### config.mk
export PLATFORM = sky130hd
export DESIGN_NAME = axi_lite_cmd_master
export DESIGN_NICKNAME = d
export VERILOG_FILES = /design/src/rtl/axi_lite_pkg.sv /design/src/rtl/axi_lite_cmd_master.sv
export SDC_FILE = /design/constraint.sdc
export NUM_CORES = 1
export LEC_CHECK = 0
export BUFFER_PORTS_ARGS = -buffer_cell sky130_fd_sc_hd__buf_2
export CAP_MARGIN = 0
export CORE_ASPECT_RATIO = 0.7
export CORE_MARGIN = 1
export CORE_UTILIZATION = 39
export DETAILED_ROUTE_END_ITERATION = 16
export PLACE_DENSITY_LB_ADDON = 0.1
export SYNTH_ARGS = -nofsm -noshare
export SYNTH_HDL_FRONTEND = slang
export SYNTH_SLANG_ARGS = --single-unit
export TNS_END_PERCENT = 50
### constraint.sdc
create_clock -name i_axi_clk -period 1.4 [get_ports i_axi_clk]
set_clock_uncertainty 0.1 [all_clocks]
set_input_delay 0.21 -clock i_axi_clk [delete_from_list [all_inputs] [get_ports i_axi_clk]]
set_output_delay 0.21 -clock i_axi_clk [all_outputs]
set_load 0.01 [all_outputs]
### src/rtl/axi_lite_pkg.sv
// Shared AXI4-Lite definitions: response codes and command-master FSM encodings.
package axi_lite_pkg;

  localparam logic [1:0] RESP_OKAY   = 2'b00;
  localparam logic [1:0] RESP_EXOKAY = 2'b01;
  localparam logic [1:0] RESP_SLVERR = 2'b10;
  localparam logic [1:0] RESP_DECERR = 2'b11;

  localparam logic [2:0] ST_IDLE       = 3'd0;
  localparam logic [2:0] ST_WADDR_DATA = 3'd1;
  localparam logic [2:0] ST_WRESP      = 3'd2;
  localparam logic [2:0] ST_RADDR      = 3'd3;
  localparam logic [2:0] ST_RDATA      = 3'd4;
  localparam logic [2:0] ST_RSP        = 3'd5;

  typedef enum logic [2:0] {
    IDLE       = ST_IDLE,
    WADDR_DATA = ST_WADDR_DATA,
    WRESP      = ST_WRESP,
    RADDR      = ST_RADDR,
    RDATA      = ST_RDATA,
    RSP        = ST_RSP
  } state_t;

endpackage

### src/rtl/axi_lite_cmd_master.sv
// Single-outstanding AXI4-Lite initiator driven by a command/response handshake.
// Optional watchdog enabled by defining AXI_LITE_CMD_MASTER_TIMEOUT_EN.
module axi_lite_cmd_master
  import axi_lite_pkg::*;
#(
  parameter int ADDR_WIDTH     = 32,
  parameter int DATA_WIDTH     = 32,
  parameter int TIMEOUT_CYCLES = 1024,
  localparam int STROBE_WIDTH  = DATA_WIDTH / 8
) (
  input  logic                    i_axi_clk,
  input  logic                    i_axi_rst,
  input  logic                    i_cmd_valid,
  output logic                    o_cmd_ready,
  input  logic                    i_cmd_wr,
  input  logic [ADDR_WIDTH-1:0]   i_cmd_addr,
  input  logic [DATA_WIDTH-1:0]   i_cmd_wdata,
  input  logic [STROBE_WIDTH-1:0] i_cmd_wstrb,
  output logic                    o_rsp_valid,
  input  logic                    i_rsp_ready,
  output logic [DATA_WIDTH-1:0]   o_rsp_rdata,
  output logic [1:0]              o_rsp_resp,
  output logic                    o_awvalid,
  input  logic                    i_awready,
  output logic [ADDR_WIDTH-1:0]   o_awaddr,
  output logic                    o_wvalid,
  input  logic                    i_wready,
  output logic [DATA_WIDTH-1:0]   o_wdata,
  output logic [STROBE_WIDTH-1:0] o_wstrb,
  input  logic                    i_bvalid,
  output logic                    o_bready,
  input  logic [1:0]              i_bresp,
  output logic                    o_arvalid,
  input  logic                    i_arready,
  output logic [ADDR_WIDTH-1:0]   o_araddr,
  input  logic                    i_rvalid,
  output logic                    o_rready,
  input  logic [DATA_WIDTH-1:0]   i_rdata,
  input  logic [1:0]              i_rresp
);

  state_t                  state;
  state_t                  state_next;
  logic                    started;
  logic                    aw_done;
  logic                    w_done;
  logic [ADDR_WIDTH-1:0]   addr_q;
  logic [DATA_WIDTH-1:0]   wdata_q;
  logic [STROBE_WIDTH-1:0] wstrb_q;
  logic [DATA_WIDTH-1:0]   rdata_q;
  logic [1:0]              resp_q;
  logic                    timeout;
  logic                    cmd_fire;
  logic                    aw_fire;
  logic                    w_fire;

  // started keeps cmd_ready low during the reset cycle so every output reads 0
  assign o_cmd_ready = (state == IDLE) && started;
  assign o_awvalid   = (state == WADDR_DATA) && !aw_done;
  assign o_wvalid    = (state == WADDR_DATA) && !w_done;
  assign o_bready    = (state == WRESP);
  assign o_arvalid   = (state == RADDR);
  assign o_rready    = (state == RDATA);
  assign o_rsp_valid = (state == RSP);
  assign o_awaddr    = addr_q;
  assign o_araddr    = addr_q;
  assign o_wdata     = wdata_q;
  assign o_wstrb     = wstrb_q;
  assign o_rsp_rdata = rdata_q;
  assign o_rsp_resp  = resp_q;

  assign cmd_fire = i_cmd_valid && o_cmd_ready;
  assign aw_fire  = o_awvalid && i_awready;
  assign w_fire   = o_wvalid && i_wready;

`ifdef AXI_LITE_CMD_MASTER_TIMEOUT_EN
  localparam int CNT_W = $clog2(TIMEOUT_CYCLES) + 1;
  logic [CNT_W-1:0] wait_cnt;
  logic             waiting;

  assign waiting = (state != IDLE) && (state != RSP);
  assign timeout = waiting && (wait_cnt == CNT_W'(TIMEOUT_CYCLES - 1));

  always_ff @(posedge i_axi_clk) begin
    if (!i_axi_rst) begin
      wait_cnt <= '0;
    end else if (cmd_fire) begin
      wait_cnt <= '0;
    end else if (waiting) begin
      wait_cnt <= wait_cnt + 1'b1;
    end
  end
`else
  assign timeout = 1'b0;
`endif

  always_ff @(posedge i_axi_clk) begin
    if (!i_axi_rst) begin
      state   <= IDLE;
      started <= 1'b0;
    end else begin
      state   <= state_next;
      started <= 1'b1;
    end
  end

  // Timeout wins over address handshakes but a B/R beat in the same cycle still completes
  always_comb begin
    state_next = state;
    case (state)
      IDLE: begin
        if (cmd_fire) state_next = i_cmd_wr ? WADDR_DATA : RADDR;
      end
      WADDR_DATA: begin
        if (timeout) state_next = RSP;
        else if ((aw_done || aw_fire) && (w_done || w_fire)) state_next = WRESP;
      end
      WRESP: begin
        if (i_bvalid || timeout) state_next = RSP;
      end
      RADDR: begin
        if (timeout) state_next = RSP;
        else if (i_arready) state_next = RDATA;
      end
      RDATA: begin
        if (i_rvalid || timeout) state_next = RSP;
      end
      RSP: begin
        if (i_rsp_ready) state_next = IDLE;
      end
      default: state_next = IDLE;
    endcase
  end

  always_ff @(posedge i_axi_clk) begin
    if (!i_axi_rst) begin
      addr_q  <= '0;
      wdata_q <= '0;
      wstrb_q <= '0;
      rdata_q <= '0;
      resp_q  <= RESP_OKAY;
      aw_done <= 1'b0;
      w_done  <= 1'b0;
    end else begin
      if (cmd_fire) begin
        addr_q  <= i_cmd_addr;
        wdata_q <= i_cmd_wdata;
        wstrb_q <= i_cmd_wstrb;
        aw_done <= 1'b0;
        w_done  <= 1'b0;
      end
      if (aw_fire) aw_done <= 1'b1;
      if (w_fire) w_done <= 1'b1;
      if ((state == WRESP) && i_bvalid) begin
        rdata_q <= '0;
        resp_q  <= i_bresp;
      end else if ((state == RDATA) && i_rvalid) begin
        rdata_q <= i_rdata;
        resp_q  <= i_rresp;
      end else if (timeout) begin
        rdata_q <= '0;
        resp_q  <= RESP_SLVERR;
      end
    end
  end

endmodule

Word-level counts from Yosys, hierarchy flattened
Index checks and enable logic that the tools add are counted.
- bitwise gates (word level): 1
- reduce and logical (&&, ||, !) cells: 19
- eq/ne operators: 11
- muxes and demuxes: 14
- operators by type and width (cell ; number):
    $mux W3 ; 6
    $pmux W3 S6 ; 1
    $logic_and A1 B1 Y1 ; 9
    $eq A3 B2 Y1 const B ; 2
    $eq A3 B3 Y1 const B ; 2
    $mux W2 ; 3
    $ne A2 B1 Y1 const B ; 3
    $ne A2 B2 Y1 const B ; 3
    $reduce_and A6 Y1 ; 1
    $reduce_bool A2 Y1 ; 3
    $mux W1 ; 4
    $eq A3 B1 Y1 const B ; 1
    $logic_not A3 Y1 ; 1
    $logic_not A1 Y1 ; 2
    $logic_or A1 B1 Y1 ; 2
    $reduce_or A2 Y1 ; 1
    $not A1 Y1 ; 1
- input bits: 114
- register bits after elaboration: 108

Depth between registers and ports, before layout
Gate-level depths: netlist of the first run.
- word-level depth: 7
- depth in mapped cells: 8
- mapped depth without buffers: 4

Worst setup path before layout of the first run
Ideal clock, no wire load.
- path kind: register -> register
- start: reg state[0]
- end: reg rdata_q[10] (netlist: o_rsp_rdata[10])
- clock period less this slack: 1676 ps
- setup time: 120 ps
- cell stages (with the launch flop): 7
- setup slack: -276 ps
- path buffers: 2
- required time: 1180 ps
- arrival time: 1456 ps
- path through: dfxtp_1 -> buf_4 -> nor3b_1 -> nand2_1 -> nand2_1 -> buf_2 -> a21oi_1
- cells in the longest elaborated chain, start to end: 3
- RTL lines (what ; RTL line ; text):
    from (decl) ; axi_lite_cmd_master.sv:42 ; state_t state;
    from (signal assigned) ; axi_lite_cmd_master.sv:102 ; state <= state_next;
    $eq A3 B2 Y1 ; n/a ;
    net o_bready ; axi_lite_cmd_master.sv:31 ; output logic o_bready,
    $logic_and A1 B1 Y1 ; axi_lite_cmd_master.sv:154 ; if ((state == WRESP) && i_bvalid) begin
    $reduce_or A2 Y1 (no source line) ; n/a ;
    to (signal assigned) ; axi_lite_cmd_master.sv:158 ; rdata_q <= i_rdata;
    to (decl) ; axi_lite_cmd_master.sv:50 ; logic [DATA_WIDTH-1:0] rdata_q;
The timed path passes the listed nets, and every way through them passes these cells.
A chain may end at the register's enable or synchronous reset.

Final worst setup path of the first run
- start: reg state[1]
- end: out o_rready
- cells in the longest elaborated chain, start to end: 1
- RTL lines (what ; RTL line ; text):
    $eq A3 B3 Y1 ; axi_lite_cmd_master.sv:63 ; assign o_rready = (state == RDATA);
    to (decl) ; axi_lite_cmd_master.sv:37 ; output logic o_rready,
Every way passes these cells.

==> results of run 1 <==
power by group:
part           internal, mW  leakage (nW)  switching (mW)
Sequential             3.41         0.879           0.230
Combinational          1.41          2.01            1.48
Clock                  1.44         0.146            1.13
Total                  6.26          3.04            2.84
metrics by stage:
stage                     area (sq um)  hold WS, ps  total power, mW
after global routing              6500         2.45             9.59
after floorplan                   4260          138             5.07
final                             6500         6.81             9.10
after detailed placement          5520          343             5.93
after global placement            5520          340             5.89
after CTS                         6160        0.421             8.85
worst max-delay path: stages (launching register included):
cell,delay [ps]
sky130_fd_sc_hd__dfxtp_4,380
sky130_fd_sc_hd__buf_4,150
sky130_fd_sc_hd__nor3b_4,260
sky130_fd_sc_hd__buf_2,200
logic make-up after synthesis:
kind of cell    after synthesis
mux                           2
compound gates              113
flops                       108
buf+inv                      71
simple gates                233
flip-flops by register name (all words and copies together), names as in the netlist:
register,count
aw_done,1
o_araddr,32
o_rsp_rdata,32
o_rsp_resp,2
o_wdata,32
o_wstrb,4
started,1
state,3
w_done,1
final cells by class:
type                            instances  area [sq um]
Timing Repair Buffer                  313          2000
Inverter                                3          13.8
Tap cell                              132           165
Sequential cell                       108          2170
Clock inverter                          5          60.1
Clock buffer                           11           243
Antenna cell                            1          2.50
Multi-Input combinational cell        348          1840
Fill cell                             951          3980
synth_stat cells (all sizes together):
library cell and count:
nand2 213, nor3b 3, o21ai 1, and2 3, nand3b 1, nand3 1, mux2i 2, nor2b 1
o22ai 1, a211o 1, nand2b 1, nand4b 1, inv 3, a21boi 37, a2111oi 1, dfxtp 108
nor2 7, buf 50, clkbuf 18, a311oi 1, o221ai 1, nor4b 1, a22o 1, a21oi 68
and3 1, a31oi 1
routing by layer:
metal | up-vias | wire (um)
met5 | - | 0
met4 | 0 | 48
met3 | 6 | 979
met2 | 147 | 6220
met1 | 1967 | 5700
li1 | 2176 | -
timing repair:
action | in CTS | in global routing
setup endpoints to repair | 113 | 113
setup buffers | 4 | 2
gates cloned | 0 | 6
hold buffers | 22 | 1
hold endpoints to repair | 22 | 1
resized for setup | 26 | 73
pin swaps | 4 | 6
worst paths after layout:
path	startpoint	end	slack, ps	depth (start not counted)
worst max-delay path	state[1]$_SDFFE_PN0P_	o_rready	-240	3
worst min-delay path	i_cmd_addr[5]	o_araddr[5]$_SDFFE_PN0P_	7	3
worst max register to register	state[1]$_SDFFE_PN0P_	o_rsp_rdata[4]$_SDFFE_PP0P_	-200	6
worst min register to register	o_rsp_rdata[18]$_SDFFE_PP0P_	o_rsp_rdata[18]$_SDFFE_PP0P_	350	2
==> results.txt, run 1 <==
The run finished, with violations left. The checks that failed: negative setup slack. The clock slew at the register clock pins of the worst setup and hold paths is about 70 ps. The met2 usage in global routing came out at 0.352. Timing analysis after detailed placement gives a worst setup slack of -210 ps. The chip width came out at 127 um. Clock tree synthesis selected as its root buffer the cell sky130_fd_sc_hd__clkbuf_16.

In this run the core area contains 31 standard-cell rows. The post-synthesis adder-cell area fraction is 0. Yosys mapped the design onto 29 distinct sky130hd cell types.

The library cell used most frequently in the layout, excluding fill and tap cells, is sky130_fd_sc_hd__buf_2. The number of global-route vias before repair came out at roughly 3.7k. The core footprint came out at 10500 sq um.

The final total negative setup slack came out at -16970 ps. Setup repair after global routing could not meet its margin everywhere. For this design the top-level I/O count stands at approximately 260. The mean post-synth cell area came out at ~8 sq um.

The warning count from the yosys run came out at 0. The final-stage net count came out at between 800 and 900. The sum of overflow across all layers after global routing came out at 0. The largest fanout on the critical path came out at 7. The final number of max-transition violations was 0. The CTS tree is built. The routed wire length is roughly 13 mm. met2 is the most crowded layer.

The maximum operating frequency came out at around 0.61 GHz. The post-synthesis compound-gate area fraction is 0.161. The cell type contributing the most total cell area after synthesis is sky130_fd_sc_hd__dfxtp_1.

The post-route core utilization is 0.620. The initial antenna violation count is 1. The level count of the clock H-tree is 3. The class of the worst hold path is input pin to register. The top cell types in the final layout, fill and taps aside, are 253 x sky130_fd_sc_hd__buf_2, 198 x sky130_fd_sc_hd__nand2_1, 105 x sky130_fd_sc_hd__dfxtp_1. After the flow finishes, the layout carries non-filler instances totaling a little over 900. The post-route clock period utilization is 1.17. The first global-routing pass estimated between 15 and 20 mm of wire. The clock latency reported for the late side of the worst-skew pair is about 330 ps. The worst-case headroom to the max-slew limit came out at 0.742. The share of the synthesized netlist area taken by xor and xnor gates came out at 0. STA puts the critical path data required time at approximately 1100 ps. The number of instances in the placed design came out at approximately 870. The aggregate global-route resource usage is 0.202. In this run the power density over the cells is ~1400 nW/um^2. The initial cell density of the core came out at 0.405.

IR analysis of the VDD net gives a maximum drop of 868 uV. The final count of hold timing violations is 0. The remaining routing DRC violations came out at 0.

The area share of the largest cell type after synthesis is 0.509. Routability-driven placement finished with a final weighted congestion of around 0.77. The endpoint class of the critical path is an output port. The first detailed-routing pass ran for 4 iterations. The total CTS buffers came out at 9. Dividing the detail-routed wire length by the instance count gives about 14 um.

The critical path class is register to output port. The data arrival time of the critical path is ~1300 ps. When the netlist entered floorplanning its net count stood at about 640. The pin count of the biggest net entering global routing came out at between 40 and 50.

The number of sinks on the clock net came out at between 100 and 150. For this run, global-route usage on met3 was measured as 0.0760. The placed wire-length estimate came out at 8.57 mm. The die span in y is around 89 um.

Summing every instance area after synthesis gives around 4200 sq um. STA classifies the critical path startpoint as a register. The antenna violation net count after detailed routing came out at 0.

The final route contains 4296 vias. For this block, the initial DRC count from the detailed router was 160. The minimum clock period came out at between 1500 and 2000 ps. The proportion of layout cells with a drive suffix above 1 is 0.458.

The max-cap violation count came out at 0. The portion of synthesized area spent on multiplexers is 0.00471. The largest family of logic cells by synthesized area is simple AND/OR/NAND/NOR gates. Relative to the synthesized area, the layout overhead comes to 53.0%.

Of the total synthesized cell area, the portion taken by AND, OR, NAND and NOR gates is 0.220. During placement, the flow inserted port buffers numbering between 200 and 300. For the pin with the worst max-slew slack, the measured transition is roughly 390 ps. By area the synthesized netlist is led by sky130_fd_sc_hd__dfxtp_1 51%, sky130_fd_sc_hd__nand2_1 19%, sky130_fd_sc_hd__a21oi_1 8.0%, sky130_fd_sc_hd__buf_4 6.7%, sky130_fd_sc_hd__a21boi_0 6.5%. The clock passes through at most 2 buffers. The synthesized netlist cell count is between 500 and 600. The flip-flop and latch count after synthesis came out at about 110.

The routing usage on met1 is 0.245. The area enclosed by the die boundary came out at roughly 11000 sq um. The count of endpoints failing setup in the final report came out at approximately 110. The number of vias per cell came out at about 4.7. The leakage dissipation came out at about 3.0 nW. The slack of the critical path is -235 ps. The sequential element share of the synthesized area came out at 0.509.
No activity file was read; power rests on OpenSTA's default activity.
==> run 2: changes to the inputs <==
--- a/config.mk
+++ b/config.mk
@@ -7,7 +7,6 @@
 export LEC_CHECK = 0
 export BUFFER_PORTS_ARGS = -buffer_cell sky130_fd_sc_hd__buf_2
 export CAP_MARGIN = 0
-export CORE_ASPECT_RATIO = 0.7
 export CORE_MARGIN = 1
 export CORE_UTILIZATION = 39
 export DETAILED_ROUTE_END_ITERATION = 16
==> run 2 against run 1 <==
Against the previous run:
- the flow still finishes with violations (negative setup slack)
- design area increased by 17%
- hold slack better by 13 ps
- wire length rose by 14%
- die area about the same
- sequential power grew 2%
- count of clock-buffer cells in the layout up 4
- sequential share of layout area decreased by 4.8 points
- power down 0.24%
- register-to-register slack is essentially flat
- maximum frequency grew 1.5%
- combinational power increased by 23%
- final cell count up 10%
- largest power group unchanged
==> results.txt, run 2 (same netlist as run 1, synthesis figures left out) <==
The antenna violation net count after detailed routing is 0 (unchanged). The core footprint came out at 10500 sq um (about the same). The portion of total power attributed to combinational logic came out at 0.392 (+0.075). In this run the worst hold path is classified as input pin to register. The sequential share of power is 0.408 (+0.008). The final number of max-transition violations came out at 0 (unchanged). In this run the clock root is driven by a sky130_fd_sc_hd__clkbuf_8.

The initial antenna violation count was 0 (-1). The routed wire length is 14.8 mm (+14%). The final-stage net count came to 986 (+9.9%). The endpoint class of the critical path is a register.

The number of instances in the placed design came out at 875 (+0.69%). The switching component of the power is 3.03 mW (+6.6%). The final reports fail on negative setup slack.

The placed wire-length estimate came out at 8.45 mm (-1.4%). The pin count of the biggest net entering global routing is 37 (-20%). The iteration-0 DRC count of the detailed router is 230 (+44%).

The row count was 37 (+19%). The total CTS buffers is 9 (unchanged). The slack of the critical path was -211 ps (+24.3 ps). The power density relative to cell area is 1200 nW/um^2 (-15%). In the layout the commonest cells are 252 x sky130_fd_sc_hd__buf_2, 164 x sky130_fd_sc_hd__nand2_1, 105 x sky130_fd_sc_hd__dfxtp_1. The run finished, with violations left.

The required time of the critical path was 1560 ps (+470 ps). The final standard cell count with taps included and fillers excluded was 1013 (+10%). The clock slew at the register clock pins of the worst setup and hold paths is 100 ps (+30 ps).

The proportion of layout cells with a drive suffix above 1 came out at 0.469 (+0.0105). The final count of hold timing violations is 0 (unchanged). The port buffer count is 254 (unchanged). The aggregate global-route resource usage came out at 0.243 (+0.0411). The slew of the pin with the lowest slew margin came out at 420 ps (+33.6 ps). The I/O pin count came out at 255 (unchanged).

The maximum buffer depth of the clock tree is 2 (unchanged). Setup repair after global routing could not meet its margin everywhere. The number of iterations in the first detailed-routing pass was 4 (unchanged). The internal power of the cells came to 6.05 mW (-3.3%). The portion of total power attributed to the clock network is 0.199 (-0.084). The maximum operating frequency is 0.621 GHz (+1.5%). The clock latency reported for the late side of the worst-skew pair is 370 ps (+40 ps). The setup path with the least slack is of type register to register. The antenna diode count is 0 (-1). The chip width was 106 um (-16%).

Relative to the synthesized area, the layout overhead comes to 78.8%. The switching share of power was 0.333 (+0.0213). The data arrival time of the critical path is 1770 ps (+440 ps).

The sum of overflow across all layers after global routing came out at 0 (unchanged). The worst setup path is launched from a register. The initial cell density of the core is 0.406 (about the same). The largest voltage drop on the vdd net came out at 577 uV (-34%).

Leaving out fill and tap cells, the most frequent cell in the layout is sky130_fd_sc_hd__buf_2. The routability congestion estimate came out at 0.812 (+5.2%). The area enclosed by the die boundary came out at 11300 sq um (about the same). The count of endpoints failing setup in the final report is 113 (unchanged). TritonCTS built the clock tree. The number of sinks on the clock net is 108 (unchanged). The number of global-route vias before repair is 4657 (+25%). The remaining routing DRC violations is 0 (unchanged). The level count of the clock H-tree came to 3 (unchanged). The first-pass GRT wire length is 21.6 mm (+19%). The worst setup slack after placement came to -206 ps (+4.49 ps).

The final routed wire length divided by cell count is 14.6 um (+3.8%). The max-cap violation count came out at 0 (unchanged). The post-route clock period utilization is 1.15 (-0.0174). The number of vias per cell came to 4.71 (+0.95%). The largest fanout on the critical path is 14 (+7).

The detailed-route via count is 4770 (+11%). The minimum clock period came out at 1610 ps (-24.3 ps). The die span in y came to 106 um (+19%). The leakage dissipation is 3.53 nW (+16%). The worst-case headroom to the max-slew limit came out at 0.719 (-0.0230).
-- run 2: path summary, 6_finish.rpt --
path | endpoint | slack, ps | from | depth (start not counted)
max | o_wdata[5]$_SDFFE_PN0P_ | -210 | state[0]$_SDFFE_PN0P_ | 7
min reg2reg | o_wdata[21]$_SDFFE_PN0P_ | 350 | o_wdata[21]$_SDFFE_PN0P_ | 2
min | o_araddr[20]$_SDFFE_PN0P_ | 20 | i_cmd_addr[20] | 3
max reg2reg | o_wdata[5]$_SDFFE_PN0P_ | -210 | state[0]$_SDFFE_PN0P_ | 7
-- run 2: critical path, stage by stage, from the launching register on --
cell and delay, ps:
sky130_fd_sc_hd__dfxtp_4 380, sky130_fd_sc_hd__nor4b_4 280, sky130_fd_sc_hd__buf_4 160, sky130_fd_sc_hd__buf_6 130, sky130_fd_sc_hd__nand2_8 100, sky130_fd_sc_hd__clkbuf_16 200, sky130_fd_sc_hd__nand2_1 80, sky130_fd_sc_hd__a21oi_1 60
-- run 2: repair_timing --
action	4_1_cts	5_1_grt
hold buffers	100	0
endpoints found under the setup margin	113	113
endpoints found under the hold margin	100	0
buffers inserted	6	3
resized for setup	38	137
pin swaps	7	62
gates cloned	6	7
-- run 2: power by group through the flow --
| stage | Clock [mW] | Sequential [mW] | Combinational, mW |
|---|---|---|---|
| 6_report | 1.81 | 3.71 | 3.56 |
| 5_1_grt | 1.97 | 3.75 | 3.81 |
| 4_1_cts | 1.86 | 3.65 | 2.92 |
| 3_5_place_dp | 0 | 3.69 | 2.25 |
| 3_3_place_gp | 0 | 3.67 | 2.22 |
| 2_1_floorplan | 0 | 3.77 | 1.30 |
-- run 2: layer usage --
| metal | GRT usage | part of all wire | up-vias |
|---|---|---|---|
| met5 | 0 | 0 | - |
| met2 | 0.445 | 0.52 | 174 |
| met4 | 0.106 | 0.021 | 0 |
| met3 | 0.0527 | 0.051 | 24 |
| li1 | - | - | 2364 |
| met1 | 0.267 | 0.40 | 2208 |
-- run 2: area by class of cell --
class	count	area (sq um)
clock inverters	1	5.00
fillers	799	2870
repair buffers	401	2970
well taps	136	170
inverters	3	11.3
clock buffers	15	176
flip-flops and latches	108	2170
multi-input cells	349	2090
-- run 2: per-stage QoR --
step                      total power, mW   util  hold slack [ps]  instance area, sq um  TNS [ps]
after floorplan                      5.07      -              138                  4260    -16380
after global placement               5.89  0.530              339                  5550     -9220
after detailed placement             5.94  0.530              343                  5550    -13480
after CTS                            8.43  0.675             8.98                  7060    -16270
after global routing                 9.54  0.726             11.1                  7590    -26760
final                                9.08  0.726             19.7                  7590    -17050
==> run 3: changes to the inputs <==
--- a/config.mk
+++ b/config.mk
@@ -11,6 +11,7 @@
 export CORE_UTILIZATION = 39
 export DETAILED_ROUTE_END_ITERATION = 16
 export PLACE_DENSITY_LB_ADDON = 0.1
+export REMOVE_ABC_BUFFERS = 1
 export SYNTH_ARGS = -nofsm -noshare
 export SYNTH_HDL_FRONTEND = slang
 export SYNTH_SLANG_ARGS = --single-unit
==> run 3 against run 2 <==
Against the previous run:
- the run still ends with negative setup slack left
- register-to-register slack worse by 40 ps
- power up 3.7%
- clock power is 3% lower
- combinational power rose by 10%
- largest power group is now combinational logic
==> results.txt, run 3 (same netlist as run 1, synthesis figures left out) <==
The routed wire length is 15.4 mm (+3.8%). The run finished, with violations left. STA classifies the critical path endpoint as an output port. The number of sinks on the clock net came out at 108 (unchanged).

The power density relative to cell area is 1210 nW/um^2 (+1.2%). The placed wire-length estimate came out at 8.58 mm (+1.6%). The level count of the clock H-tree is 3 (unchanged). STA classifies the critical path startpoint as a register.

The initial antenna violation count came out at 0 (unchanged). The largest voltage drop on the vdd net is 803 uV (+39%). The maximum operating frequency is 0.599 GHz (-3.5%). The initial cell density of the core came out at 0.406 (unchanged). The clock latency reported for the late side of the worst-skew pair was 360 ps (about the same). The final number of max-transition violations is 0 (unchanged).

The final count of hold timing violations is 0 (unchanged). The row count is 37 (unchanged). The number of vias per cell came to 4.76 (+1.1%). The required time of the critical path is 1090 ps (-470 ps). The port buffer count came to 254 (unchanged). The number of filler instances in the final layout came out at 755 (-5.5%). Clock tree synthesis selected as its root buffer the cell sky130_fd_sc_hd__clkbuf_8.

The iteration-0 DRC count of the detailed router came out at 213 (-7.4%). The max-cap violation count is 0 (unchanged). The largest fanout on the critical path came to 5 (-9). Setup repair after global routing could not meet its margin everywhere. The library cells used most frequently in the layout, excluding fill and tap cells, are 251 x sky130_fd_sc_hd__buf_2, 137 x sky130_fd_sc_hd__nand2_1, 105 x sky130_fd_sc_hd__dfxtp_1.

The checks that failed: negative setup slack. The detailed-route via count was 4835 (+1.4%). The count of endpoints failing setup in the final report was 113 (unchanged). The tightest min-delay check is of the input pin to register type. The I/O pin count is 255 (unchanged). The antenna diode count was 0 (unchanged).

The chip width was 106 um (unchanged). The critical path class is register to output port. The remaining routing DRC violations came out at 0 (unchanged). The final-stage net count is 989 (+0.30%). The final routed wire length divided by cell count is 15.1 um (+3.5%). The data arrival time of the critical path is 1360 ps (-410 ps). The maximum buffer depth of the clock tree is 2 (unchanged). The sum of overflow across all layers after global routing is 0 (unchanged). The aggregate global-route resource usage came out at 0.238 (-0.00481).

The antenna violation net count after detailed routing is 0 (unchanged). The proportion of layout cells with a drive suffix above 1 was 0.507 (+0.0382). The routability congestion estimate came out at 0.870 (+7.1%).

The minimum clock period came out at 1670 ps (+59.2 ps). The final hold slack is 28.3 ps (+8.61 ps). The clock slew at the register clock pins of the worst setup and hold paths came out at 100 ps (about the same). The first-pass GRT wire length is 21.5 mm (-0.51%).

The post-route clock period utilization came to 1.19 (+0.0423). The slew of the pin with the lowest slew margin came out at 366 ps (-53.9 ps). The worst-case headroom to the max-slew limit came to 0.755 (+0.0354). TritonCTS built the clock tree. The number of iterations in the first detailed-routing pass came out at 7 (+3).

The number of global-route vias before repair came out at 4532 (-2.7%). The area enclosed by the die boundary is 11300 sq um (unchanged). From synthesis to final layout, the design area changed by 83.3%. The slack of the critical path was -270 ps (-59.2 ps).

The final total negative setup slack is -21470 ps (-4420 ps). The pin count of the biggest net entering global routing came out at 34 (-8.1%). The core footprint is 10500 sq um (unchanged). The leakage dissipation came out at 3.58 nW (+1.5%).

The total CTS buffers came out at 9 (unchanged). The library cell used most frequently in the layout, excluding fill and tap cells, is sky130_fd_sc_hd__buf_2. The die span in y came out at 106 um (unchanged).
[run 3: area by class of cell]
type                       instances  area [sq um]  area share
inverter                           3          11.3     0.00145
clock inverter                     5          45.0     0.00579
timing repair buffer             404          3010       0.386
tap                              136           170      0.0219
clock buffer                      11           131      0.0169
sequential                       108          2170       0.279
multi-input combinational        349          2240       0.288
[run 3: final timing paths]
check | from | endpoint | slack, ps | depth (start not counted)
setup / recovery | state[2]$_SDFFE_PN0P_ | o_wvalid | -270 | 6
hold / removal | i_bresp[0] | o_rsp_resp[0]$_SDFFE_PN0P_ | 30 | 3
setup reg to reg | state[0]$_SDFFE_PN0P_ | o_wstrb[2]$_SDFFE_PN0P_ | -250 | 7
hold reg to reg | o_rsp_rdata[21]$_SDFFE_PP0P_ | o_rsp_rdata[21]$_SDFFE_PP0P_ | 360 | 2
[run 3: what timing repair did]
item / CTS / global route
gates cloned: 5 / 9
pin swaps: 69 / 88
buffers inserted: 7 / 3
resized for setup: 100 / 128
endpoints found under the hold margin: 101 / 0
endpoints found under the setup margin: 113 / 113
hold buffers: 101 / 0
[run 3: metal layers]
metal  part of all wire  track usage  vias to the layer above
li1                   -            -                     2363
met1               0.41        0.271                     2280
met2               0.52        0.441                      166
met3              0.047       0.0478                       26
met4              0.021       0.0774                        0
met5                  0            0                        -
[run 3: report_power, final]
group          switching, mW  internal (mW)
sequential             0.317           3.41
clock                   1.09          0.676
combinational           1.89           2.03
total                   3.30           6.11
[run 3: worst max-delay path: stages, from the launching register on]
cell,delay (ps)
sky130_fd_sc_hd__dfxtp_4,380
sky130_fd_sc_hd__buf_6,130
sky130_fd_sc_hd__nor2_4,110
sky130_fd_sc_hd__buf_6,120
sky130_fd_sc_hd__nand2_4,50
sky130_fd_sc_hd__nor2_2,80
sky130_fd_sc_hd__buf_2,140
[run 3: metrics by stage]
stage	worst slack, ps	std cells	instance area [sq um]	utilization	power, mW
final	-270	1016	7780	0.744	9.41
after floorplan	-1060	459	3810	-	4.74
after global routing	-358	1016	7780	0.744	9.90
after CTS	-258	1004	7100	0.678	8.55
after global placement	-158	875	5530	0.529	5.89
after detailed placement	-270	875	5530	0.529	5.94
